--- src/rtl/mem_access_pkg.sv ---
// rtl/mem_access_pkg.sv - shared encodings, FSM states and lane-merge helper for mem_access_unit
// Purpose: request-size encodings, the access FSM state type and the
//          store-lane merge used by the read-modify-write path.
// Ports:   none (package).
package mem_access_pkg;

    localparam logic [1:0] SZ_BYTE    = 2'd0;
    localparam logic [1:0] SZ_HALF    = 2'd1;
    localparam logic [1:0] SZ_WORD    = 2'd2;
    localparam logic [1:0] SZ_ILLEGAL = 2'd3;

    typedef enum logic [1:0] {
        IDLE   = 2'd0,
        LD_RSP = 2'd1,
        RMW_WR = 2'd2
    } accessState_e;

    // Replace the addressed byte/half lane of oldWord with the low bits of newData.
    function automatic logic [31:0] mergeLane(
        input logic [31:0] oldWord,
        input logic [31:0] newData,
        input logic [1:0]  size,
        input logic [1:0]  offset
    );
        logic [31:0] merged;
        merged = oldWord;
        if (size == SZ_BYTE) begin
            case (offset)
                2'd0:    merged[7:0]   = newData[7:0];
                2'd1:    merged[15:8]  = newData[7:0];
                2'd2:    merged[23:16] = newData[7:0];
                default: merged[31:24] = newData[7:0];
            endcase
        end else begin
            if (offset[1]) merged[31:16] = newData[15:0];
            else           merged[15:0]  = newData[15:0];
        end
        return merged;
    endfunction

endpackage

--- src/rtl/mem_load_align.sv ---
// rtl/mem_load_align.sv - load lane extraction with sign/zero extension
// Purpose: pick the byte/half/word lane out of a memory word and extend it.
// Ports:   word       - raw memory word
//          size       - request size encoding
//          offset     - byte address bits [1:0]
//          isUnsigned - 1 = zero-extend, 0 = sign-extend
//          data       - right-justified, extended result
module mem_load_align
    import mem_access_pkg::*;
(
    input  logic [31:0] word,
    input  logic [1:0]  size,
    input  logic [1:0]  offset,
    input  logic        isUnsigned,
    output logic [31:0] data
);

    logic [7:0]  byteVal;
    logic [15:0] halfVal;

    always_comb begin
        case (offset)
            2'd0:    byteVal = word[7:0];
            2'd1:    byteVal = word[15:8];
            2'd2:    byteVal = word[23:16];
            default: byteVal = word[31:24];
        endcase
        halfVal = offset[1] ? word[31:16] : word[15:0];

        case (size)
            SZ_BYTE: data = {{24{~isUnsigned & byteVal[7]}}, byteVal};
            SZ_HALF: data = {{16{~isUnsigned & halfVal[15]}}, halfVal};
            default: data = word;
        endcase
    end

endmodule

--- src/rtl/mem_access_unit.sv ---
// rtl/mem_access_unit.sv - CPU load/store unit with sub-word read-modify-write
// Purpose: turns CPU byte/half/word requests into word accesses on a data
//          memory; sub-word stores use a read then a merged write-back.
// Ports:   clock, reset            - clock, async active-high reset
//          req_*                   - CPU request (valid/write/size/unsigned/addr/wdata)
//          stall, ld_valid, ld_data, err - CPU response
//          mem_address, mem_writeData, mem_memWrite, mem_memRead, mem_readData - data memory
module mem_access_unit
    import mem_access_pkg::*;
#(
    parameter int MEM_WORDS = 128
) (
    input  logic        clock,
    input  logic        reset,
    input  logic        req_valid,
    input  logic        req_write,
    input  logic [1:0]  req_size,
    input  logic        req_unsigned,
    input  logic [31:0] req_addr,
    input  logic [31:0] req_wdata,
    output logic        stall,
    output logic        ld_valid,
    output logic [31:0] ld_data,
    output logic        err,
    output logic [31:0] mem_address,
    output logic [31:0] mem_writeData,
    output logic        mem_memWrite,
    output logic        mem_memRead,
    input  logic [31:0] mem_readData
);

    // 33 bits so the limit itself never wraps for large MEM_WORDS.
    localparam logic [32:0] ADDR_LIMIT = 33'(MEM_WORDS) * 33'd4;

    accessState_e state, nextState;
    logic [31:0]  addrQ;
    logic [31:0]  merge_q;
    logic [31:0]  alignedData;
    logic         reqBad;
    logic         accept;
    logic [31:0]  wordAddr;

    mem_load_align u_align (
        .word       (mem_readData),
        .size       (req_size),
        .offset     (req_addr[1:0]),
        .isUnsigned (req_unsigned),
        .data       (alignedData)
    );

    always_comb begin
        wordAddr = {req_addr[31:2], 2'b00};
        reqBad   = (req_size == SZ_ILLEGAL)
                || ((req_size == SZ_HALF) && req_addr[0])
                || ((req_size == SZ_WORD) && (req_addr[1:0] != 2'b00))
                || ({1'b0, req_addr} >= ADDR_LIMIT);
        accept   = (state == IDLE) && req_valid && !reqBad;
        err      = (state == IDLE) && req_valid && reqBad;
    end

    always_comb begin
        nextState     = state;
        stall         = 1'b0;
        ld_valid      = 1'b0;
        mem_memRead   = 1'b0;
        mem_memWrite  = 1'b0;
        mem_address   = wordAddr;
        mem_writeData = req_wdata;
        case (state)
            IDLE: begin
                if (accept) begin
                    if (!req_write) begin
                        mem_memRead = 1'b1;
                        stall       = 1'b1;
                        nextState   = LD_RSP;
                    end else if (req_size == SZ_WORD) begin
                        mem_memWrite = 1'b1;
                    end else begin
                        // Sub-word store: fetch the word now, write the merge next cycle.
                        mem_memRead = 1'b1;
                        stall       = 1'b1;
                        nextState   = RMW_WR;
                    end
                end
            end
            LD_RSP: begin
                ld_valid    = 1'b1;
                mem_address = addrQ;
                nextState   = IDLE;
            end
            RMW_WR: begin
                mem_memWrite  = 1'b1;
                mem_writeData = merge_q;
                mem_address   = addrQ;
                nextState     = IDLE;
            end
            default: nextState = IDLE;
        endcase
    end

    always_ff @(posedge clock or posedge reset) begin
        if (reset) begin
            state   <= IDLE;
            addrQ   <= '0;
            merge_q <= '0;
            ld_data <= '0;
        end else begin
            state <= nextState;
            if (accept) begin
                addrQ <= wordAddr;
                if (!req_write) begin
                    ld_data <= alignedData;
                end else if (req_size != SZ_WORD) begin
                    merge_q <= mergeLane(mem_readData, req_wdata, req_size, req_addr[1:0]);
                end
            end
        end
    end

endmodule

--- config.mk ---
export PLATFORM = sky130hd
export DESIGN_NAME = mem_access_unit
export DESIGN_NICKNAME = d
export VERILOG_FILES = /design/src/rtl/mem_access_pkg.sv /design/src/rtl/mem_load_align.sv /design/src/rtl/mem_access_unit.sv
export SDC_FILE = /design/constraint.sdc
export NUM_CORES = 1
export LEC_CHECK = 0
export ABC_CLOCK_PERIOD_IN_PS = 5000
export CORE_UTILIZATION = 35
export DETAILED_ROUTE_END_ITERATION = 12
export PLACE_DENSITY_LB_ADDON = 0.1
export SYNTH_ARGS = -nofsm -noshare
export SYNTH_HDL_FRONTEND = slang
export SYNTH_SLANG_ARGS = --single-unit
--- constraint.sdc ---
create_clock -name clock -period 5 [get_ports clock]
set_input_delay 1 -clock clock [delete_from_list [all_inputs] [get_ports clock]]
set_output_delay 1 -clock clock [all_outputs]
set_load 0.03 [all_outputs]
==> impl_metrics.toml, run 1 <==
[power_and_ir_drop]
peakVddDrop_uv = 166
p_int_mw = 1.35
power_frac_comb = 0.201
netSwitchingFraction = 0.275
leakagePower_nw = 3.63
p_per_area_mw_per_mm2 = 227
p_clk_frac = 0.383
seqPwrFrac = 0.416
p_switching_mw = 0.512

[synth]
synth-async-reset-ratio = 1.00
synthXorXnorAreaFrac = 0
muxShareOfSynthArea = 0.305
ys_seq_elements = 96
synthAdderAreaFrac = 0.00650
synth_seq_area_share = 0.416
netlist_area_sq_mm = 0.00578
synth_top_family_by_area = "multiplexers"
synth_compound_area_frac = 0.0899
ys_dominant_reg_cell = "dfrtp_1"
synth_cell_type_count = 51
yosys.area_share.simple = 0.133
ys_warn_count = 0
synth_area_per_cell_sq_um = 11.9
synthCells = 487
synth-edff-count = 0

[clocking]
clk_pin_slew_ns = 0.07
cts_sinks = 96
tritoncts = "done"
clk_latency_ns = 0.35
cts_setup_buffers = 0
cts_made_buffers = 9
root_buffer = "clkbuf_16"
cts.path.max_buffers = 2
htree_num_levels = 3
cts_resized = 0
ctsHoldBuffers = 0

[global_routing]
grt_pass1_wl_microns = 25500
grt.overflow.total = 0
grt_pass1_vias = 4437
grt_max_degree = 71
antenna_found_initial = 0
grt.total_usage = 0.200

[sta]
fin_crit_ns = 4.11
skew_ns = 0.00277
final_max_slew_viol_count = 0
timing.fmax_ghz = 0.244
finalSetupViolCount = 0
finalHoldViolCount = 0
setup_tns_ns = 0
slew_headroom = 0.207
timing.final.crit_share = 0.821
grt_setup_unrepaired = "false"
worst_pin_slew_ns = 1.19
worst_slack_ns = 0.894

[min_path]
hold_depth = 1
hp-class = "register to register"

[floorplan]
dieArea_sq_mm = 0.0170
num_io_pins = 204
die_height_microns = 130
initial_core_util = 0.361
row_count = 46
fp.dieW_microns = 130
core_area_sq_mm = 0.0160

[layout]
multi_input_area_sq_mm = 0.00310
drive_gt1_frac = 0.226
syn_to_final_growth_pct = 42.2
final_util = 0.514
final_nets = 775
n_fill_cell = 1465
ff_latch_area_sq_mm = 0.00240

[route]
drtIter0Drc = 183
viasPerCell = 5.00
num_vias = 4457
drt_wl_total_microns = 16500
first_pass_iters = 4
ant_nets = 0
wire_per_inst_microns = 18.5
drcViolationCount = 0

[placement]
pre_cts_slack_ns = 0.893
hpwl_microns = 12400
portBuffers = 201
place.gp.congestion = 0.821

[critical_path]
cp.required_ns = 4.00
crit_path_start_kind = "input pin"
endpoint_kind = "primary output"
critPathMaxFanout = 29
path_class = "input pin to primary output"
reg2regPathDepth = 6
critPathArrivalTime_ns = 3.11

[run_status]
status = "finished clean"

[job]
cap_violations = 0
per-stage QoR:
| step | cell area (sq um) | hold slack, ns | std cells | power (mW) |
|---|---|---|---|---|
| after CTS | 8210 | 0.491 | 890 | 1.89 |
| after detailed placement | 7910 | 0.471 | 874 | 1.17 |
| after global placement | 7910 | 0.462 | 874 | 1.16 |
| final | 8220 | 0.484 | 891 | 1.86 |
| after global routing | 8210 | 0.505 | 890 | 1.95 |
| after floorplan | 5780 | 0.452 | 488 | 0.982 |
cell type report:
type,instances,share of cell area
antenna,1,0.000305
timing repair buffer,210,0.252
tap,216,0.0329
clock buffer,9,0.0274
sequential,96,0.292
multi-input combinational,335,0.377
inverter,17,0.00807
clock inverter,7,0.00959
Yosys cell counts, drive strengths merged (5+ instances only):
library cell | instances | area share
a221o | 8 | 0.014
buf | 17 | 0.023
clkbuf | 23 | 0.015
dfrtp | 96 | 0.42
inv | 17 | 0.011
mux2 | 139 | 0.28
mux2i | 10 | 0.017
nand2 | 37 | 0.024
nor2 | 8 | 0.0052
nor2b | 34 | 0.037
nor4 | 7 | 0.024
nor4bb | 5 | 0.0087
o21ai | 17 | 0.015
o22a | 8 | 0.012
o22ai | 9 | 0.0097
worst max-delay path, stage by stage:
cell and delay [ns]:
clkdlybuf4s50_1 0.48, buf_4 0.30, nor3_4 0.08, o211ai_4 0.33, nor2_1 0.09, nor2_1 0.12
clkdlybuf4s50_1 0.69
power by group through the flow:
stage	sequential [mW]	clock, mW	combinational, mW
final	0.776	0.714	0.374
after global routing	0.776	0.772	0.400
after CTS	0.776	0.741	0.376
after detailed placement	0.791	0	0.375
after global placement	0.791	0	0.372
after floorplan	0.791	0	0.190
kinds of logic after synthesis:
family | after synthesis
AND/OR/NAND/NOR | 112
flip-flops | 96
AO/OA/AOI/OAI | 68
adder cells (fa/ha/maj) | 3
multiplexers | 150
buffers and inverters | 57
other | 1
placed cells by master (no fill, tap or decap), types with 3 or more instances in the layout:
| cell | n |
|---|---|
| ha_1 | 3 |
| clkdlybuf4s50_1 | 198 |
| mux2_2 | 87 |
| mux2_4 | 20 |
| nor2b_1 | 34 |
| nand2_1 | 37 |
| a22oi_1 | 4 |
| o2bb2ai_1 | 4 |
| o22ai_1 | 9 |
| inv_1 | 15 |
| a311oi_1 | 4 |
| buf_4 | 12 |
| nand2b_1 | 3 |
| a221o_1 | 8 |
| o21ai_0 | 16 |
| nor2_1 | 8 |
| and4b_1 | 4 |
| mux2_1 | 32 |
| mux2i_1 | 10 |
| nor4_4 | 6 |
| o22a_1 | 8 |
| nor4bb_1 | 5 |
| dfrtp_1 | 96 |
| clkbuf_16 | 9 |
path summary, 6_finish.rpt:
path	start	end	slack [ns]
max	req_addr[0]	err	0.89
min	addrQ[2]	addrQ[2]	0.48
max reg2reg	state[0]	merge_q[26]	2.85
min reg2reg	addrQ[2]	addrQ[2]	0.48
max in group asynchronous	reset	ld_data[22]	2.88
min in group asynchronous	reset	addrQ[22]	1.18
sequential cells by signal (all words and copies together), names as in the netlist:
register  cells
addrQ        30
merge_q      32
ld_data      32
state         2
routing by layer:
layer,track usage,vias up,part of all wire
li1,-,2121,-
met1,0.279,2163,0.46
met2,0.299,153,0.45
met3,0.0542,20,0.068
met4,0.0642,0,0.021
met5,0,-,0
Power figures use the tool's default switching activity.
==> run 2, diff against run 1 <==
--- a/config.mk
+++ b/config.mk
@@ -5,7 +5,7 @@
 export SDC_FILE = /design/constraint.sdc
 export NUM_CORES = 1
 export LEC_CHECK = 0
-export ABC_CLOCK_PERIOD_IN_PS = 5000
+export ABC_CLOCK_PERIOD_IN_PS = 4130
 export CORE_UTILIZATION = 35
 export DETAILED_ROUTE_END_ITERATION = 12
 export PLACE_DENSITY_LB_ADDON = 0.1
==> constraint.sdc (replaced) <==
create_clock -name clock -period 4.13 [get_ports clock]
set_input_delay 0.826 -clock clock [delete_from_list [all_inputs] [get_ports clock]]
set_output_delay 0.826 -clock clock [all_outputs]
set_load 0.03 [all_outputs]
==> run 2 against run 1 <==
  * Via count decreased by 0.56%
  * Global-route usage up 0.15 points
  * Wire length increased by 1.0%
  * Power rose by 19%
  * Hold slack got worse by 0.0012 ns
  * Core utilization hardly changed
  * Critical path depth fell by 1
  * Sequential share of layout area about the same
  * Sequential cell count did not move
  * Clock power rose by 16%
==> impl_metrics.toml, run 2 (synthesis results as in run 1) <==
[critical_path]
r2r-start = "state[1]"
crit_path_start_kind = "input pin"
endpoint_kind = "primary output"
path_delay_family = "simple AND/OR/NAND/NOR gates"
cp.required_ns = 3.30
reg2regPathDepth = 6
critPathArrivalTime_ns = 2.59
crit_chain = "clkdlybuf4s50_1, nor4_2, nand4_4, nor3_4, a21boi_1, buf_4"
regToRegSetupSlack_ns = 1.95
critPathMaxFanout = 6
path_class = "input pin to primary output"
slowest_delay_ns = 0.43
worst-path-buf-inv = 2
r2r_end = "merge_q[26]"
crit_path_top_delay_cell = "clkdlybuf4s50_1"

[power_and_ir_drop]
fin_total_pwr_mw = 2.22
p_int_mw = 1.63
p_per_area_mw_per_mm2 = 270
peakVddDrop_uv = 180
netSwitchingFraction = 0.267
p_switching_mw = 0.592
seqPwrFrac = 0.423
leakagePower_nw = 3.63
p_clk_frac = 0.372
power_frac_comb = 0.205

[clocking]
cts.path.max_buffers = 2
root_buffer = "clkbuf_16"
clk_latency_ns = 0.35
htree_num_levels = 3
ctsHoldBuffers = 0
cts_setup_buffers = 0
tritoncts = "done"
cts_resized = 0
clk_pin_slew_ns = 0.06
cts_sinks = 96
cts_made_buffers = 9

[route]
wire_per_inst_microns = 18.7
drtIter0Drc = 224
drt_wl_total_microns = 16700
drcViolationCount = 0
first_pass_iters = 4
viasPerCell = 4.97
num_vias = 4432
ant_nets = 0

[layout]
top_regs = "ld_data x32, merge_q x32, addrQ x30"
drive_gt1_frac = 0.228
final_cells = 892
layout_common_cells = "197 x clkdlybuf4s50_1, 96 x dfrtp_1, 87 x mux2_2"
layout_commonest_cell = "clkdlybuf4s50_1"
syn_to_final_growth_pct = 42.3
antennaDiodeCount = 0
ff_latch_area_sq_mm = 0.00240
multi_input_area_sq_mm = 0.00310
final_cell_area_sq_mm = 0.00822
n_fill_cell = 1481
final_nets = 778

[sta]
finalHoldViolCount = 0
skew_ns = 0.00576
setup_tns_ns = 0
worst_pin_slew_ns = 1.01
fin_crit_ns = 3.41
grt_setup_unrepaired = "false"
finalSetupViolCount = 0
timing.final.crit_share = 0.826
slew_headroom = 0.329
timing.fmax_ghz = 0.293
final_max_slew_viol_count = 0

[placement]
dp.cells = 877
hpwl_microns = 12500
place_area_sq_mm = 0.00793
portBuffers = 201
place.gp.congestion = 0.815

[run_status]
status = "finished clean"

[floorplan]
row_count = 46
initial_core_util = 0.361
die_height_microns = 130
dieArea_sq_mm = 0.0170
core_area_sq_mm = 0.0160
fp.dieW_microns = 130
num_io_pins = 204

[global_routing]
grt.total_usage = 0.201
grt_max_degree = 81
grt_pass1_vias = 4513
grt_pass1_wl_microns = 25600
grt.overflow.total = 0
antenna_found_initial = 0

[min_path]
hold_depth = 1
hold_start = "merge_q[4]"
min_to = "merge_q[4]"
hp-class = "register to register"

[job]
cap_violations = 0
run 2: how the worst max path moves through the flow:
stage,from,to,slack (ns),cells past startpoint
after global placement,req_addr[30],mem_memRead,0.73,6
after floorplan,req_addr[30],stall,0.57,6
after detailed placement,req_addr[0],ld_data[26],0.69,6
after global routing,req_addr[30],mem_memRead,0.55,6
after CTS,req_addr[30],stall,0.68,6
final,req_addr[30],stall,0.72,6
run 2: power by group through the flow:
stage	clock [mW]	combinational [mW]	sequential (mW)
2_1_floorplan	0	0.230	0.958
3_3_place_gp	0	0.451	0.958
3_5_place_dp	0	0.455	0.958
4_1_cts	0.852	0.457	0.940
5_1_grt	0.889	0.486	0.939
6_report	0.826	0.454	0.940
run 2: cell type report:
| class | instances | area share |
|---|---|---|
| Sequential cell | 96 | 0.292 |
| Clock buffer | 10 | 0.0279 |
| Tap cell | 216 | 0.0329 |
| Multi-Input combinational cell | 335 | 0.377 |
| Clock inverter | 5 | 0.00716 |
| Timing Repair Buffer | 213 | 0.255 |
| Inverter | 17 | 0.00807 |
run 2: metal layers:
layer | wire length, microns | GRT usage | vias to the layer above
met5 | 0 | 0 | -
met4 | 306 | 0.0636 | 0
met3 | 1090 | 0.0387 | 17
met2 | 7650 | 0.314 | 163
met1 | 7650 | 0.281 | 2118
li1 | - | - | 2134
run 2: through the flow:
stage / util / setup WS [ns] / hold slack, ns
after detailed placement: 0.496 / 0.693 / 0.473
after global placement: 0.496 / 0.729 / 0.461
after floorplan: - / 0.575 / 0.452
after global routing: 0.514 / 0.552 / 0.500
after CTS: 0.514 / 0.681 / 0.488
final: 0.514 / 0.718 / 0.483
